===== src/rtl/tamagotchi_btn_conditioner.sv =====
// Button synchroniser/debouncer, care-press pulses and reset/test hold timers.
// Optional BTN_AUTOREPEAT_EN: care buttons re-pulse every TICK_CYCLES while held.

module tamagotchi_btn_db #(
  parameter int DEBOUNCE_CYCLES = 1000000,
  parameter int RAW_ACTIVE_LOW  = 1
) (
  input  logic clk,
  input  logic rst_n,
  input  logic raw,
  output logic db
);
  localparam int CW = $clog2(DEBOUNCE_CYCLES + 1);

  logic [1:0]    sync_q;
  logic [CW-1:0] cnt_q;
  logic          lvl;

  assign lvl = sync_q[1] ^ (RAW_ACTIVE_LOW != 0);

  always_ff @(posedge clk or negedge rst_n) begin
    if (!rst_n) begin
      sync_q <= '0;
      cnt_q  <= '0;
      db     <= 1'b0;
    end else begin
      sync_q <= {sync_q[0], raw};
      if (lvl == db) begin
        cnt_q <= '0;
      end else if (cnt_q == CW'(DEBOUNCE_CYCLES - 1)) begin
        cnt_q <= '0;
        db    <= ~db;
      end else begin
        cnt_q <= cnt_q + 1'b1;
      end
    end
  end
endmodule

module tamagotchi_btn_hold #(
  parameter int TICK_CYCLES  = 50000000,
  parameter int HOLD_SECONDS = 5
) (
  input  logic       clk,
  input  logic       rst_n,
  input  logic       db,
  output logic       fire,
  output logic [2:0] count
);
  localparam int TW = $clog2(TICK_CYCLES + 1);

  typedef enum logic [1:0] {
    IDLE,
    HOLDING,
    FIRED
  } state_t;

  state_t        state_q, state_d;
  logic [TW-1:0] tick_q, tick_d;
  logic [2:0]    cnt_d;
  logic [2:0]    cnt_inc;

  assign cnt_inc = count + 3'd1;

  always_ff @(posedge clk or negedge rst_n) begin
    if (!rst_n) begin
      state_q <= IDLE;
      tick_q  <= '0;
      count   <= '0;
    end else begin
      state_q <= state_d;
      tick_q  <= tick_d;
      count   <= cnt_d;
    end
  end

  always_comb begin
    state_d = state_q;
    tick_d  = tick_q;
    cnt_d   = count;
    fire    = 1'b0;
    unique case (state_q)
      IDLE: begin
        tick_d = '0;
        cnt_d  = '0;
        if (db) state_d = HOLDING;
      end
      HOLDING: begin
        if (!db) begin
          state_d = IDLE;
          tick_d  = '0;
          cnt_d   = '0;
        end else if (tick_q == TW'(TICK_CYCLES - 1)) begin
          tick_d = '0;
          cnt_d  = cnt_inc;
          if (cnt_inc == 3'(HOLD_SECONDS)) begin
            fire    = 1'b1;
            state_d = FIRED;
          end
        end else begin
          tick_d = tick_q + 1'b1;
        end
      end
      FIRED: begin
        if (!db) begin
          state_d = IDLE;
          tick_d  = '0;
          cnt_d   = '0;
        end
      end
      default: begin
        state_d = IDLE;
        tick_d  = '0;
        cnt_d   = '0;
      end
    endcase
  end
endmodule

module tamagotchi_btn_conditioner #(
  parameter int DEBOUNCE_CYCLES = 1000000,
  parameter int TICK_CYCLES     = 50000000,
  parameter int HOLD_SECONDS    = 5,
  parameter int RAW_ACTIVE_LOW  = 1
) (
  input  logic       clk,
  input  logic       rst_n,
  input  logic       raw_salud,
  input  logic       raw_energia,
  input  logic       raw_hambre,
  input  logic       raw_diversion,
  input  logic       raw_reset,
  input  logic       raw_test,
  output logic       btn_salud,
  output logic       btn_energia,
  output logic       btn_hambre,
  output logic       btn_diversion,
  output logic       btn_reset,
  output logic       btn_test,
  output logic [2:0] count_reset,
  output logic [2:0] count_test
);
  logic [5:0] raw;
  logic [5:0] db;
  logic [3:0] db_q;
  logic [3:0] care_q;
  logic [3:0] rep_hit;
  logic       fire_r;
  logic       fire_t;

  assign raw = {raw_test, raw_reset, raw_diversion,
                raw_hambre, raw_energia, raw_salud};

  for (genvar i = 0; i < 6; i++) begin : g_db
    tamagotchi_btn_db #(
      .DEBOUNCE_CYCLES(DEBOUNCE_CYCLES),
      .RAW_ACTIVE_LOW (RAW_ACTIVE_LOW)
    ) u_db (
      .clk  (clk),
      .rst_n(rst_n),
      .raw  (raw[i]),
      .db   (db[i])
    );
  end

`ifdef BTN_AUTOREPEAT_EN
  localparam int TW = $clog2(TICK_CYCLES + 1);
  for (genvar i = 0; i < 4; i++) begin : g_rep
    logic [TW-1:0] rep_q;
    assign rep_hit[i] = db[i] & (rep_q == TW'(TICK_CYCLES - 1));
    always_ff @(posedge clk or negedge rst_n) begin
      if (!rst_n)                                rep_q <= '0;
      else if (!db[i])                           rep_q <= '0;
      else if (rep_q == TW'(TICK_CYCLES - 1))   rep_q <= '0;
      else                                       rep_q <= rep_q + 1'b1;
    end
  end
`else
  assign rep_hit = 4'b0000;
`endif

  // Pulse lands the cycle after the debounced rising edge.
  always_ff @(posedge clk or negedge rst_n) begin
    if (!rst_n) begin
      db_q   <= '0;
      care_q <= '0;
    end else begin
      db_q   <= db[3:0];
      care_q <= (db[3:0] & ~db_q) | rep_hit;
    end
  end

  assign {btn_diversion, btn_hambre,
          btn_energia, btn_salud} = care_q;

  tamagotchi_btn_hold #(
    .TICK_CYCLES (TICK_CYCLES),
    .HOLD_SECONDS(HOLD_SECONDS)
  ) u_hold_reset (
    .clk  (clk),
    .rst_n(rst_n),
    .db   (db[4]),
    .fire (fire_r),
    .count(count_reset)
  );

  tamagotchi_btn_hold #(
    .TICK_CYCLES (TICK_CYCLES),
    .HOLD_SECONDS(HOLD_SECONDS)
  ) u_hold_test (
    .clk  (clk),
    .rst_n(rst_n),
    .db   (db[5]),
    .fire (fire_t),
    .count(count_test)
  );

  // Registered alongside the count so the pulse coincides with it.
  always_ff @(posedge clk or negedge rst_n) begin
    if (!rst_n) begin
      btn_reset <= 1'b0;
      btn_test  <= 1'b0;
    end else begin
      btn_reset <= fire_r;
      btn_test  <= fire_t & ~fire_r;
    end
  end
endmodule


===== config.mk =====
export PLATFORM = sky130hd
export DESIGN_NAME = tamagotchi_btn_conditioner
export DESIGN_NICKNAME = d
export VERILOG_FILES = /design/src/rtl/tamagotchi_btn_conditioner.sv
export SDC_FILE = /design/constraint.sdc
export NUM_CORES = 1
export LEC_CHECK = 0
export ABC_AREA = 1
export CAP_MARGIN = 30
export CORE_MARGIN = 4
export CORE_UTILIZATION = 32
export DETAILED_ROUTE_END_ITERATION = 12
export GPL_ROUTABILITY_DRIVEN = 0
export PLACE_DENSITY = 0.46
export SETUP_SLACK_MARGIN = 0.02
export SLEW_MARGIN = 20
export SYNTH_ARGS = -nofsm -noshare
export SYNTH_HDL_FRONTEND = slang
export SYNTH_SLANG_ARGS = --single-unit

===== constraint.sdc =====
create_clock -name clk -period 3 [get_ports clk]
set_input_delay 0.6 -clock clk [delete_from_list [all_inputs] [get_ports clk]]
set_output_delay 0.6 -clock clk [all_outputs]
set_load 0.05 [all_outputs]

==> results of run 1 <==
cells by family after synthesis:
logic type	after synthesis
buf+inv	214
fa+ha+maj	12
flops	210
xor+xnor	73
simple gates	976
compound gates	49
sequential cells by signal, summed over array words and instances, names as in the netlist:
register,count
g_db.u_db.cnt_q,120
g_db.u_db.sync_q,12
u_hold_reset.tick_q,26
u_hold_test.tick_q,26
g_db.u_db.db,6
u_hold_reset.count,3
u_hold_test.state_q,2
btn_test,1
db_q,4
btn_reset,1
care_q,4
u_hold_test.count,3
u_hold_reset.state_q,2
per-stage QoR:
step	util	std cells	worst slack (ps)	total power, mW	instance area [sq um]
floorplan	-	1534	1460	2.99	11500
global placement	0.345	2010	1210	3.09	12200
detailed placement	0.345	2010	1200	3.09	12200
CTS	0.368	2055	617	6.15	13000
global route	0.368	2055	580	6.29	13000
finish	0.368	2055	649	5.99	13000
cell type report:
class / instances / area [sq um]
Multi-Input combinational cell: 1110 / 5340
Inverter: 204 / 773
Fill cell: 3788 / 22400
Sequential cell: 210 / 5260
Timing Repair Buffer: 25 / 265
Clock inverter: 8 / 46.3
Clock buffer: 37 / 763
Tap cell: 461 / 577
Yosys cell counts, drive strengths merged:
library cell	n
nand2	379
nor2	365
dfrtp	210
inv	203
nand3	112
xor2	49
nor3	48
nand4	42
xnor2	24
a21oi	23
o21ai	15
ha	12
nand3b	11
buf	10
nor3b	6
and2	5
or2	5
o21bai	3
a31oi	2
and3	2
o211ai	2
o22ai	2
a21o	1
clkinv	1
nor4	1
o31ai	1
metal layers:
layer  track usage  vias to the layer above  share of wire
met3        0.0234                       41          0.034
met1         0.193                     4262           0.50
met4        0.0378                        0          0.027
li1              -                     4870              -
met2         0.216                      119           0.44
met5             0                        -              0
worst paths after layout:
path | startpoint | end | slack (ps) | cells past startpoint
worst max-delay path | u_hold_test.count[1]$_DFFE_PN0P_ | count_test[1] | 650 | 1
worst min-delay path | rst_n | db_q[2]$_DFF_PN0_ | 30 | 1
min in group clk | g_db[4].u_db.sync_q[0]$_DFF_PN0_ | g_db[4].u_db.sync_q[1]$_DFF_PN0_ | 340 | 0
worst min register to register | g_db[4].u_db.sync_q[0]$_DFF_PN0_ | g_db[4].u_db.sync_q[1]$_DFF_PN0_ | 340 | 0
max in group asynchronous | rst_n | g_db[1].u_db.cnt_q[8]$_DFF_PN0_ | 2160 | 2
worst max register to register | u_hold_test.tick_q[0]$_DFFE_PN0P_ | u_hold_test.tick_q[5]$_DFFE_PN0P_ | 1240 | 10
power by group:
| group | leakage (nW) | switching [mW] | internal [mW] | total (mW) |
|---|---|---|---|---|
| Sequential | 2.89 | 0.0181 | 2.86 | 2.88 |
| Combinational | 2.42 | 0.112 | 0.0421 | 0.154 |
| Clock | 0.402 | 1.20 | 1.76 | 2.95 |
cells in the final DEF, fill, tap and decap left out, types with 2 or more instances in the layout:
cell             instances
or2_2                    5
o22ai_1                  2
o21ai_0                 14
nand2_4                  2
clkdlybuf4s50_1         18
clkinv_2                 6
nor2_2                  31
clkinv_4                 2
nand4_1                 42
xnor2_1                 24
clkbuf_16               27
and2_1                   5
inv_2                    2
a21oi_1                 23
a31oi_1                  2
nor3_1                  44
nand2_1                365
xor2_1                  49
ha_1                    12
nor3b_1                  6
clkbuf_8                 5
nor2_1                 328
and3_1                   2
buf_4                    4
clkbuf_1                 5
buf_12                   2
o211ai_1                 2
dfrtp_1                210
nor3_2                   4
o21bai_1                 3
nand3_1                110
nor2_4                   6
nand2_2                 12
inv_1                  200
nand3b_1                10
==> reports/summary.md, run 1 <==
The total area inside the core boundary comes to 35400 sq um. The run finished with clean final reports. The remaining number of nets flagged by the antenna check after routing is 0. Dividing the detail-routed wire length by the instance count gives 12.6 microns. For the final routed database, the setup TNS stands at 0 ps. The worst ir drop on vdd is 0.372 mV. The dominant combinational cell family by area after synthesis is simple AND/OR/NAND/NOR gates.

The first global-routing pass estimated 44.9 mm of wire. Counting every instance in the synthesized netlist gives 1534. The number of nets in the finished design was 1597. The category of cells accounting for the largest share of critical-path delay is buffers and inverters. The run gives 0.459 as the fraction of the yosys area taken by sequential cells. Number of nets in the synthesized netlist: 1554. Clock latency on the worst-skew pair, taken at its later pin, is 530 ps.

0 antenna diodes ended up in the layout. Total I/O pin count: 20. The worst hold path class was input pin to asynchronous set/reset pin.

The buffer and inverter count on the worst path is 1. The die is 197 microns wide. Across the run, the number of max-cap violations was 0. The cell sitting at the root of the clock tree is a clkbuf_16. The floorplan step set the die height to 197 microns.

For this design the ratio of total power to cell area is 460 nW/um^2. For the worst hold slack, the log shows 30.6 ps. STA classifies the critical path endpoint as an output port. The final critical-path required period is 2350 ps.

Summed over all cells, the static leakage comes to 5.72 nW. The number of failing hold endpoints at the final stage was 0; the total via count in the routed design was 9292. The cell area that synthesis handed to floorplanning was 11500 sq um.

The ratio of final minimum period to clock period was 0.784; the number of sinks on the clock net was 210. During placement, the flow inserted port buffers numbering 19. A synthesized cell averages 7.46 sq um.

The maximum count of clock buffers along a single path is 3, and the total global routing track utilization is 0.136. The adder and majority gate portion of the synthesized area came out at 0.0131. The first routing iteration left 470 violations.

The run gives 0 as the post-CTS setup buffer count. For the pin with the worst max-slew slack, the measured transition is 592 ps. For the die footprint, the log shows 38900 sq um. The maximum cell stage delay along the critical path came out at 830 ps.

The signal on the critical path passes through clkdlybuf4s50_1. The compound-gate portion of the synthesized area was 0.0234; the flip-flop and latch count after synthesis was 210. The critical path startpoint category was a register. The number of antenna violations at the first check in global routing was 0; the number of warnings printed during yosys synthesis was 0. The number of hold buffers added after CTS was 0. STA puts the critical path data arrival time at 1750 ps. The cell type with the largest total area after synthesis was dfrtp_1. Kind of critical path: register to output port. Proportion of synthesized area in mux cells: 0. The run gives 0 as the max-slew violation total from the final report. By area the synthesized netlist is led by dfrtp_1 46%, nand2_1 12%, nor2_1 11%, inv_1 6.6%, nand3_1 4.8%. The number of distinct library cells after synthesis is 40. The tools report the headroom to the max-slew limit as 0.605.

The xor-xnor portion of the synthesized cell area is 0.0558, and the routed via count divided by cell count is 4.52. TritonCTS built the clock tree. For the maximum clock rate, the log shows 0.425 GHz.

Total setup violations reported at the end of the flow: 0. The data required time at the worst endpoint is 2400 ps. Setup repair after global routing left no endpoint under its margin. For the H-tree depth reported by CTS, the log shows 1. The proportion of netlist area held by the largest area contributor is 0.459. The via count of the first global-routing pass is 9112, and the maximum number of pins on one net before global-route repair is 70. Summed over all layers, the global routing overflow is 0.

The area growth from synthesis to layout is 13.7%. The number of gates resized after CTS was 0. Aggregate routed wire length: 25.9 mm.

The run gives 26 as the TritonCTS buffer count. The tools report the number of remaining DRC errors as 0. The share of cells above drive strength 1 is 0.0715, and the worst-case clock skew is 11.2 ps. The tools report the starting density of the core as 0.324.

The initialized floorplan defines 69 standard-cell rows. The wire-length estimate of the detail-placed layout is 18.7 mm. The share of synthesized cell area in and, or, nand and nor gates is 0.374.

The detailed-router iteration count before antenna repair was 5. The largest individual stage delay along the critical path comes from the cell clkdlybuf4s50_1. The clock transition at the registers of the reported paths was 60 ps. Along the worst path, the maximum fanout reaches 4.
Power figures use the tool's default switching activity.
==> run 2: changes to the inputs <==
Clock period 3 ns to 2.3 ns, I/O delays scaled along.
==> run 2 against run 1 <==
Net effect: register-to-register slack got worse by 690 ps; final cell count is 0.29% higher; sequential power is 31% higher; worst hold slack better by 320 ps; clock-buffer cell count up 6; critical path depth stayed put; flip-flop and latch count did not move; setup slack worse by 550 ps.
==> reports/summary.md, run 2 (same netlist as run 1, synthesis figures left out) <==
The net switching fraction of the power came out at 0.216 (-0.00606). TritonCTS built the clock tree. Grouping stages by cell kind, the critical path spends the most delay in buffers and inverters.

Setup repair after global routing left no endpoint under its margin. The logs give 0 (unchanged) for the max-slew violation total from the final report and 0 (unchanged) for the number of failing hold endpoints at the final stage. The tools report the part of the total power dissipated in combinational logic as 0.025 (about the same).

The violation count after the first detailed-routing iteration was 462 (-1.7%). The run gives 9439 (+3.6%) as the via count of the first global-routing pass. The number of nets in the finished design was 1600 (+0.19%).

Power density over cell area: 620 nW/um^2 (+35%). The run gives 18.7 mm (about the same) as the estimated wirelength of the detail-placed design. Routed via count divided by cell count: 4.51 (-0.17%). The die footprint came out at 38900 sq um (unchanged). The worst path in the final design needs a cycle of 2200 ps, including I/O delays and setup. The final design utilization is 0.371 (+0.00350), and the maximum cell stage delay along the critical path is 820 ps (about the same). For the floorplan row count, the log shows 69 (unchanged). The buffer and inverter count on the worst path came out at 1 (unchanged). The total setup violations reported at the end of the flow came out at 0 (unchanged).

Worst hold path class: register to register. The flip-flop count of the largest register, all copies and words added works out to 120 (unchanged). The tools report the aggregate routed wire length as 25.6 mm (-1.2%).

The critical path startpoint category is a register. The share of cells above drive strength 1 is 0.0744 (+0.00286). The transition time at the pin with the least slew margin works out to 510 ps (-82.0 ps). The H-tree depth reported by CTS is 1 (unchanged).

The run gives 26 (unchanged) as the TritonCTS buffer count. The tools report the total power as 8.15 mW (+36%). For the proportion of power drawn by flip-flops and latches, the log shows 0.461 (-0.020).

The library cell contributing the largest single delay on the critical path is clkdlybuf4s50_1. The number of port buffers is 19 (unchanged). For this run, the top clock speed supported by timing is 0.454 GHz. The leakage dissipation was 5.78 nW (+1.1%).

The worst-case clock skew was 11.7 ps (+0.533 ps). The top cell types in the final layout, fill and taps aside, are 365 x nand2_1, 328 x nor2_1, 210 x dfrtp_1, 200 x inv_1, 110 x nand3_1. The run gives 0.137 (+0.000460) as the total global routing track utilization. The number of antenna violations at the first check in global routing was 0 (unchanged). The run gives 1.76 mW (+32%) as the switching power summed over all nets. The run gives 0.659 (+0.0536) as the headroom to the max-slew limit. The sum of negative setup slack was 0 ps (unchanged). The detailed-router iteration count before antenna repair was 5 (unchanged); the wire length of the first global-routing pass was 45.5 mm (+1.5%). Vertical die dimension: 197 microns (unchanged). The kind of critical path is register to output port. Area of the core region: 35400 sq um (unchanged).

The library cell used most frequently in the layout, excluding fill and tap cells, is nand2_1. The maximum number of pins on one net before global-route repair is 55 (-21%). The flow ran to the end, and the final reports show no timing, DRC or antenna violations.

The clock transition at the registers of the reported paths is 60 ps (about the same). The tools report the worst ir drop on vdd as 0.476 mV (+28%). The chip width came out at 197 microns (unchanged). The cell-internal power was 6.39 mW (+37%). The detail-routed net length per standard cell is 12.4 microns (-1.4%), and the number of gates given a new drive strength after cts is 0 (unchanged). Clock latency at the later pin of the worst-skew pair: 530 ps (about the same). The data arrival time of the worst path is 1740 ps (about the same), and the data required time at the worst endpoint is 1840 ps (-560 ps).

The clock network fraction of design power was 0.514 (+0.021). For the maximum count of clock buffers along a single path, the log shows 3 (unchanged). The run gives 20 (unchanged) as the total I/O pin count. Growth of design area from synthesis to finish: 14.8%.

CTS placed an instance of clkbuf_16 at the clock tree root. The endpoint type of the worst setup path was an output port. The remaining number of nets flagged by the antenna check after routing is 0 (unchanged). The total overflow reported by the global router came out at 0 (unchanged).

The reported max-cap violation count is 0 (unchanged). The critical path goes through clkdlybuf4s50_1. The run gives 0.324 (unchanged) as the starting density of the core. The top fanout value on the critical path was 4 (unchanged).

In the final layout, the registers with the most flip-flops are g_db.u_db.cnt_q x120, u_hold_reset.tick_q x26, u_hold_test.tick_q x26. The logs give 9303 (+0.12%) for the total via count in the routed design and 0 (unchanged) for the number of remaining DRC errors. The tools report the number of sinks on the clock net as 210 (unchanged). Ratio of final minimum period to clock period: 0.958. The antenna diode count was 0 (unchanged).

The register with the most flip-flops in the final layout is g_db.u_db.cnt_q.
==> run 2: cell count changes in the layout (fill, tap and decap cells not counted) <==
cell,before,now
clkinv_2,6,4
clkbuf_8,5,11
clkinvlp_4,1,0
buf_4,4,5
bufinv_16,0,1
buf_12,2,3
dlygate4sd3_1,0,1
clkinv_4,2,1
==> run 2: final timing paths <==
| kind | from | end | slack, ps | depth (start not counted) |
|---|---|---|---|---|
| hold reg to reg | g_db[1].u_db.sync_q[0]$_DFF_PN0_ | g_db[1].u_db.sync_q[1]$_DFF_PN0_ | 350 | 0 |
| hold / removal | g_db[1].u_db.sync_q[0]$_DFF_PN0_ | g_db[1].u_db.sync_q[1]$_DFF_PN0_ | 350 | 0 |
| min in group asynchronous | rst_n | db_q[2]$_DFF_PN0_ | 460 | 2 |
| setup reg to reg | u_hold_test.tick_q[0]$_DFFE_PN0P_ | u_hold_test.tick_q[25]$_DFFE_PN0P_ | 550 | 10 |
| max in group asynchronous | rst_n | db_q[0]$_DFF_PN0_ | 1190 | 3 |
| setup / recovery | u_hold_test.count[1]$_DFFE_PN0P_ | count_test[1] | 100 | 1 |
==> run 2: repair_timing <==
item                                   in CTS  in global routing
hold buffers                                1                  0
buffers inserted                            0                  0
endpoints found under the hold margin      48                  0
==> run 2: cell type report <==
| type | count | area [sq um] |
|---|---|---|
| clock buffer | 43 | 846 |
| clock inverter | 5 | 50.0 |
| fill | 3703 | 22300 |
| inverter | 204 | 773 |
| multi-input combinational | 1110 | 5340 |
| sequential | 210 | 5260 |
| tap | 461 | 577 |
| timing repair buffer | 28 | 303 |
==> run 2: layer usage <==
metal | global-route usage | share of wire | vias up
li1 | - | - | 4882
met1 | 0.190 | 0.49 | 4268
met2 | 0.223 | 0.45 | 110
met3 | 0.0191 | 0.030 | 43
met4 | 0.0416 | 0.031 | 0
met5 | 0 | 0 | -
==> run 2: power groups by stage <==
stage	logic [mW]	clock network (mW)	registers [mW]
after floorplan	0.0825	0	3.82
after global placement	0.219	0	3.82
after detailed placement	0.219	0	3.82
after CTS	0.222	4.37	3.76
after global routing	0.250	4.49	3.76
final	0.207	4.19	3.76
==> run 2: per-stage QoR <==
step                      area (sq um)  hold slack [ps]  instances  setup slack [ps]
after floorplan                  11500              164       1534               763
after global placement           12200              334       2012               563
after detailed placement         12200              337       2012               560
after CTS                        13100              343       2061              56.0
after global routing             13100              356       2061              29.7
final                            13100              347       2061              97.5
